**config.mk**
```make
export PLATFORM = sky130hd
export DESIGN_NAME = data_memory_param
export DESIGN_NICKNAME = d
export VERILOG_FILES = /design/src/rtl/data_mem_pkg.sv /design/src/rtl/data_mem_sweep.sv /design/src/rtl/data_memory_param.sv
export SDC_FILE = /design/constraint.sdc
export NUM_CORES = 1
export LEC_CHECK = 0
export CORE_MARGIN = 2
export CORE_UTILIZATION = 62
export DETAILED_ROUTE_END_ITERATION = 10
export PLACE_DENSITY_LB_ADDON = 0.12
export SLEW_MARGIN = 30
export SYNTH_ARGS = -nofsm -noshare
export SYNTH_HDL_FRONTEND = slang
export SYNTH_HIERARCHICAL = 1
export SYNTH_SLANG_ARGS = --single-unit
```
**constraint.sdc**
```tcl
create_clock -name clk -period 3.2 [get_ports clk]
set_input_delay 0.64 -clock clk [delete_from_list [all_inputs] [get_ports clk]]
set_output_delay 0.64 -clock clk [all_outputs]
set_load 0.02 [all_outputs]
```
**src/rtl/data_mem_pkg.sv**
```systemverilog
// Shared types and elaboration helpers for the parametrised MEM-stage data memory.
package data_mem_pkg;

  typedef enum logic {
    SWEEP = 1'b0,
    IDLE  = 1'b1
  } state_t;

  function automatic bit rd_lat_legal(input int lat);
    return (lat == 1) || (lat == 2);
  endfunction

  function automatic int be_width(input int data_w);
    return data_w / 8;
  endfunction

endpackage

```
**src/rtl/data_mem_sweep.sv**
```systemverilog
// Clear engine: walks every word once after reset or clr, then reports init_done.
module data_mem_sweep
  import data_mem_pkg::*;
#(
  parameter int DEPTH  = 64,
  parameter int ADDR_W = $clog2(DEPTH)
) (
  input  logic              clk,
  input  logic              rst,
  input  logic              clr,
  output logic              sweep_we,
  output logic [ADDR_W-1:0] sweep_addr,
  output logic              init_done
);

  localparam logic [ADDR_W-1:0] LAST = ADDR_W'(DEPTH - 1);

  state_t            state;
  logic [ADDR_W-1:0] cnt;

  // NOTE: state registers use non-blocking assignments so every flop samples pre-edge values.
  always_ff @(posedge clk or posedge rst) begin
    if (rst) begin
      state <= SWEEP;
      cnt   <= '0;
    end else if (clr) begin
      state <= SWEEP;
      cnt   <= '0;
    end else begin
      case (state)
        SWEEP: begin
          if (cnt == LAST) state <= IDLE;
          else             cnt   <= cnt + 1'b1;
        end
        IDLE:    state <= IDLE;
        default: state <= SWEEP;
      endcase
    end
  end

  assign sweep_we   = (state == SWEEP);
  assign sweep_addr = cnt;
  assign init_done  = (state == IDLE);

endmodule

```
**src/rtl/data_memory_param.sv**
```systemverilog
// Single-port MEM-stage data memory: valid/ready requests, byte-enabled writes,
// 1- or 2-cycle read pipeline and a sequential clear sweep instead of an array reset.
module data_memory_param
  import data_mem_pkg::*;
#(
  parameter int                DATA_W   = 16,
  parameter int                DEPTH    = 64,
  parameter int                RD_LAT   = 1,
  parameter logic [DATA_W-1:0] INIT_VAL = '0,
  localparam int               ADDR_W   = $clog2(DEPTH),
  localparam int               BE_W     = be_width(DATA_W)
) (
  input  logic              clk,
  input  logic              rst,
  input  logic              clr,
  input  logic              req_valid,
  output logic              req_ready,
  input  logic              req_we,
  input  logic [ADDR_W-1:0] req_addr,
  input  logic [DATA_W-1:0] req_wdata,
  input  logic [BE_W-1:0]   req_be,
  output logic              rsp_valid,
  output logic [DATA_W-1:0] rsp_rdata,
  output logic              rsp_err,
  output logic              wr_err,
  output logic              init_done
);

  if (!rd_lat_legal(RD_LAT) || (DATA_W % 8 != 0)) begin : g_bad_param
    $error("data_memory_param: RD_LAT must be 1 or 2 and DATA_W a multiple of 8");
  end

  logic              sweep_we;
  logic [ADDR_W-1:0] sweep_addr;
  logic              addr_ok;
  logic              wr_fire;
  logic              rd_fire;

  data_mem_sweep #(
    .DEPTH  (DEPTH),
    .ADDR_W (ADDR_W)
  ) u_sweep (
    .clk        (clk),
    .rst        (rst),
    .clr        (clr),
    .sweep_we   (sweep_we),
    .sweep_addr (sweep_addr),
    .init_done  (init_done)
  );

  // clr wins over a same-cycle request; nothing is accepted while sweeping.
  assign req_ready = init_done & ~clr;
  assign wr_fire   = req_valid & req_ready &  req_we;
  assign rd_fire   = req_valid & req_ready & ~req_we;

  if (DEPTH == (1 << ADDR_W)) begin : g_pow2
    assign addr_ok = 1'b1;
  end else begin : g_npow2
    localparam logic [ADDR_W-1:0] LIMIT = ADDR_W'(DEPTH);
    assign addr_ok = (req_addr < LIMIT);
  end

  logic [DATA_W-1:0] mem [DEPTH];

  // NOTE: the array has no reset; the sweep clears it so it can map onto a plain RAM.
  always_ff @(posedge clk) begin
    if (sweep_we) begin
      mem[sweep_addr] <= INIT_VAL;
    end else if (wr_fire && addr_ok) begin
      for (int i = 0; i < BE_W; i++) begin
        if (req_be[i]) mem[req_addr][8*i +: 8] <= req_wdata[8*i +: 8];
      end
    end
  end

  always_ff @(posedge clk or posedge rst) begin
    if (rst) wr_err <= 1'b0;
    else     wr_err <= wr_fire & ~addr_ok;
  end

  // First read stage: data captured at accept, so a later clr sweep cannot corrupt it.
  logic              p1_valid;
  logic              p1_err;
  logic [DATA_W-1:0] p1_data;

  always_ff @(posedge clk or posedge rst) begin
    if (rst) begin
      p1_valid <= 1'b0;
      p1_err   <= 1'b0;
      p1_data  <= '0;
    end else begin
      p1_valid <= rd_fire;
      p1_err   <= rd_fire & ~addr_ok;
      if (rd_fire) p1_data <= addr_ok ? mem[req_addr] : '0;
    end
  end

  if (RD_LAT == 2) begin : g_lat2
    logic              p2_valid;
    logic              p2_err;
    logic [DATA_W-1:0] p2_data;

    always_ff @(posedge clk or posedge rst) begin
      if (rst) begin
        p2_valid <= 1'b0;
        p2_err   <= 1'b0;
        p2_data  <= '0;
      end else begin
        p2_valid <= p1_valid;
        p2_err   <= p1_err;
        if (p1_valid) p2_data <= p1_data;
      end
    end

    assign rsp_valid = p2_valid;
    assign rsp_err   = p2_err;
    assign rsp_rdata = p2_data;
  end else begin : g_lat1
    assign rsp_valid = p1_valid;
    assign rsp_err   = p1_err;
    assign rsp_rdata = p1_data;
  end

endmodule

```
* After elaboration in Yosys (flattened, before gate mapping) *
Memory sizes are Yosys's and may differ from the RTL's. A register that Yosys moved wholly into a read port is not among the register bits.
Cells that the tools add are included.

operators by class
  equal/unequal tests = 3
  bitwise logic cells = 7
  reduce and logical (&&, ||, !) cells = 2
  $add $sub $neg = 1
  muxes and demuxes = 18

operators by type and width
  cell                   number
  $mux W6                4
  $mux W16               1
  $reduce_or A16 Y1      1
  $mux W1                11
  $add A6 B1 Y6 const B  1
  $eq A6 B6 Y1 const B   1
  $and A1 B1 Y1          4
  $ne A2 B2 Y1 const B   2
  $not A1 Y1             3
  $mux W2                1
  $pmux W1 S2            1
  $reduce_and A2 Y1      1

word-level totals
  output and inout bits = 21
  memories kept = 1
  register bits after elaboration = 8
  logic and storage cells = 35
  bits in writable memories = 1024
  input port bits = 29

memory list
  memory  words  bits a word  rd ports  clocked after Yosys merged registers in  wr ports  RTL line                 RTL
  mem     64     16           1         1                                        1         data_memory_param.sv:63  logic [DATA_W-1:0] mem [DEPTH];

* Logic depth before layout (Yosys ltp) *
  word-level depth = 9
  gate-level depth with buffers = 10
  mapped depth without buffers = 7

* Cells and area by module *
Netlist, hierarchy kept.

by module, submodules not included
  module             area each (um^2)  instances  cells each  seq. area each (um^2)
  data_memory_param  40963.0           1          2119        31174.9
  data_mem_sweep     447.9             1          44          175.2

* Least setup slack after synthesis *
No wires, ideal clock.

  path kind = in2reg
  start = in clr
  end = mem mem[0][10], data pin
  setup slack = 0.066 ns
  buffers on the path = 3
  required time = 2.833 ns
  arrival = 2.767 ns
  stages on the path = 7
  cell sequence = and4b_1 > and2b_1 > o21a_1 > buf_2 > buf_2 > clkbuf_1 > and2_1

between the ends
  longest elaborated chain between the ends = 9
  elaborated cells between the ends (all ways) = 12

RTL lines
  element                        RTL line                 RTL
  start, declared                data_memory_param.sv:15  input logic clr,
  $not A1 Y1 *                   data_memory_param.sv:52  assign req_ready = init_done & ~clr;
  $and A1 B1 Y1 *                data_memory_param.sv:52
  $and A1 B1 Y1 * (2 in series)  data_memory_param.sv:53  assign wr_fire = req_valid & req_ready & req_we;
  $mux W1                        data_memory_param.sv:69  end else if (wr_fire && addr_ok) begin
  $mux W1                        data_memory_param.sv:67  if (sweep_we) begin
  $mux W1 (not written as such)  data_memory_param.sv:71  if (req_be[i]) mem[req_addr][8*i +: 8] <= req_wdata[8*i +: 8];
  $reduce_or A16 Y1 (no line) *  n/a
  $mux W16 (no line) *           n/a
  end, declared                  data_memory_param.sv:63

Mark *: on every way between the ends. The rest lies on a longest branch, timed or not.

* Worst setup path in the final report *
  start = reg u_sweep.state, in the netlist u_sweep/init_done
  end = mem mem[6][8] (enable)

between the ends
  longest elaborated chain between the ends = 8
  elaborated cells between the ends (all ways) = 13

RTL lines
  element                                              RTL line                 RTL
  start, declared                                      data_mem_sweep.sv:18     state_t state;
  start signal, assigned                               data_mem_sweep.sv:24     state <= SWEEP;
  start signal, assigned                               data_mem_sweep.sv:27     state <= SWEEP;
  start signal, assigned                               data_mem_sweep.sv:32     if (cnt == LAST) state <= IDLE;
  $and A1 B1 Y1                                        data_memory_param.sv:52
  $and A1 B1 Y1 (2 in series)                          data_memory_param.sv:53
  $mux W1                                              data_memory_param.sv:69
  $mux W1                                              data_memory_param.sv:67
  $mux W1 (not written as such)                        data_memory_param.sv:71
  $reduce_or A16 Y1 (no line)                          n/a
  $mux W6 (no line) / $mux W2 (equally long branches)  n/a

Parallel ways exist; a longest one is shown, timed or not.

==> flow_metrics.py <==
metrics = {
    "layout": {
        "finalNonFillerCells": 3388,
        "fill_cells": 3843,
        "final_nets": 2468,
        "stdcell_area_um2": 48060,
        "area_delta_synth_final_pct": 16.06,
        "multi_input_area_um2": 9383,
        "final_cell_mix": "edfxtp_1, mux2i_1, buf_4, nor2_1, mux4_2",
        "ff_latch_area_um2": 31350,
        "layout-drive-gt1-share": 0.2430,
        "final_common_cell": "edfxtp_1",
    },
    "placed_design": {
        "place_area_um2": 44740,
        "dp_slack_ps": -348.9,
        "port_buffers": 47,
        "placed_cells": 3197,
        "dp_hpwl_um": 58600,
        "gp_congestion": 0.8854,
    },
    "yosys": {
        "yosysWarnings": 6,
        "synth_cells": 2163,
        "synth_top_flop_cell": "edfxtp_1",
        "synth_area_per_cell_um2": 19.15,
        "netlist_area_um2": 41410,
        "synth_edf_count": 1024,
        "synthDistinctLibCells": 47,
        "async_flop_share": 0.02290,
        "ys_ff_latch": 1048,
        "yosysSeqAreaShare": 0.7570,
    },
    "pwr": {
        "powerDensity_nw_per_um2": 601.2,
        "total_power_mw": 28.90,
        "ir_drop_mv": 0.5525,
        "p_leak_nw": 18.28,
    },
    "floorplan": {
        "die_y_um": 262.4,
        "core_um2": 65980,
        "start_util": 0.6276,
        "dieArea_um2": 68870,
        "dieWidth_um": 262.4,
        "row_count": 94,
        "num_io_pins": 50,
    },
    "worst_setup_path": {
        "crit_chain": "inv_1, and2b_1, o21a_1, buf_12, mux2i_1, buf_4, nand2_1, nor2_1",
        "cp_slowest_stage_delay_ps": 630,
        "r2r_end": "mem[6][8]",
        "critPathBufInv": 3,
        "crit_arrival_ps": 3310,
        "r2r_cells": 8,
        "cp_max_fo": 13,
        "end_kind": "register",
        "crit_family": "simple AND/OR/NAND/NOR gates",
        "path_class": "reg2reg",
        "rr_startpoint": "u_sweep/init_done",
        "worst-endpoint-required_ps": 3490,
        "ff2ff_setup_slack_ps": 180,
        "slowest_stage": "nor2_1",
        "worstSetupStartpointType": "register",
    },
    "sta": {
        "clock_skew_ps": 18.26,
        "finalHoldWorstSlack_ps": 351.4,
        "worstMarginPinSlew_ps": 888.0,
        "period_minus_slack_ps": 3023,
        "rsz0062_at_grt": "false",
        "hold_violations": 0,
        "min_period_over_period": 0.9448,
        "drv_slew": 0,
        "slew_headroom": 0.4073,
        "setup_violations": 0,
        "postLayoutSetupSlackWorst_ps": 176.5,
        "fmax_ghz": 0.3307,
    },
    "min_path": {
        "worstHoldPathType": "in2async",
    },
    "global_routing": {
        "grt_max_degree": 65,
        "grt.total_usage": 0.2753,
        "grt.overflow.total": 0,
        "antenna_found_initial": 3,
        "grt_pass1_wl_um": 139300,
        "grt_pass1_vias": 21870,
    },
    "clock_network": {
        "clk_latency_ps": 660,
        "cts_tree": "built",
        "clockBufferDepth": 3,
        "postCtsHoldBufs": 0,
        "cts.repair.resized": 0,
        "post-cts-setup-buffers": 0,
        "cts_buffers": 103,
        "cts-root-buf": "clkbuf_16",
        "cts.clk_slew.worst_paths_ps": 60,
        "clock_sinks": 1048,
        "h-tree-depth": 3,
    },
    "job": {
        "cap_violations": 0,
    },
    "routing": {
        "vias_per_cell": 6.316,
        "ant_nets": 0,
        "post_drt_wl_per_cell_um": 27.69,
        "vias": 21400,
        "drt_pass1_iterations": 7,
        "drtIter0Drc": 2691,
        "drt_drc_violations_left": 0,
        "wl_um": 93800,
    },
    "outcome": {
        "status": "finished clean",
    },
}
==> through the flow <==
stage,util,TNS (ps)
after floorplan,-,0
after global placement,0.6781,-55710
after detailed placement,0.6781,-84250
after CTS,0.7283,0
after global routing,0.7284,0
final,0.7284,0
==> sequential cells by signal (all words and copies together) (netlist names) <==
register            count
mem                  1024
u_sweep/sweep_addr      6
u_sweep/init_done       1
rsp_valid               1
rsp_rdata              16
==> per-layer routing <==
| metal | vias up | GRT usage | wire length (um) |
|---|---|---|---|
| li1 | 9311 | - | - |
| met1 | 11000 | 0.3777 | 36800 |
| met2 | 917 | 0.4562 | 46520 |
| met3 | 167 | 0.04217 | 7201 |
| met4 | 2 | 0.1008 | 3269 |
| met5 | - | 0 | 11 |
==> cells in the mapped netlist (all sizes together) (3+ instances only) <==
cell type | instances | share of area
edfxtp | 1024 | 0.74
a21oi | 19 | 0.0023
a31oi | 18 | 0.0027
nand2b | 10 | 0.0015
mux2i | 264 | 0.064
a22oi | 48 | 0.0087
o22ai | 16 | 0.0024
inv | 8 | 0.00073
mux2 | 36 | 0.0098
nand3b | 3 | 0.00054
nand2 | 67 | 0.0061
nor2b | 4 | 0.00060
nor3 | 35 | 0.0042
and4b | 3 | 0.00079
buf | 90 | 0.013
nor2 | 153 | 0.014
clkbuf | 40 | 0.0036
a22o | 48 | 0.010
dfrtp | 24 | 0.015
nand3 | 33 | 0.0040
a221o | 16 | 0.0039
and2 | 18 | 0.0027
a221oi | 16 | 0.0034
mux4 | 144 | 0.078
==> where the power goes <==
group | internal (mW) | total (mW) | switching, mW
Combinational | 0.735 | 1.84 | 1.10
Clock | 6.77 | 11.8 | 5.00
Sequential | 15.2 | 15.3 | 0.121
==> cells by family after synthesis <==
logic type,share of synthesized area
flops,0.7570
mux,0.1519
simple gates,0.03653
compound gates,0.03635
buf+inv,0.01777
fa+ha+maj,0.0003021
other cells,0.00009056
==> worst register-to-register path, cell delays in order (launching register included) <==
cell and delay (ps):
dfrtp_1 570, inv_1 230, and2b_1 290, o21a_1 220
buf_12 170, mux2i_1 260, buf_4 160, nand2_1 140
nor2_1 630
==> cell type report <==
type | count | area share
Sequential cell | 1048 | 0.6523
Multi-Input combinational cell | 978 | 0.1952
Timing Repair Buffer | 299 | 0.06042
Clock buffer | 129 | 0.05652
Tap cell | 864 | 0.02249
Clock inverter | 61 | 0.01237
Inverter | 8 | 0.0006248
Antenna cell | 1 | 0.00005207
==> how the worst max path moves through the flow <==
stage / startpoint / end / slack, ps / cells after the start
after floorplan: clr / mem[0][10] / 70 / 7
after global placement: req_we / mem[4][10] / -280 / 10
after detailed placement: req_valid / mem[4][2] / -350 / 10
after CTS: u_sweep/init_done / mem[4][3] / 100 / 9
after global routing: u_sweep/init_done / mem[12][7] / 70 / 11
final: u_sweep/init_done / mem[6][8] / 180 / 8
Note: power is estimated with default switching activity, not from simulation.
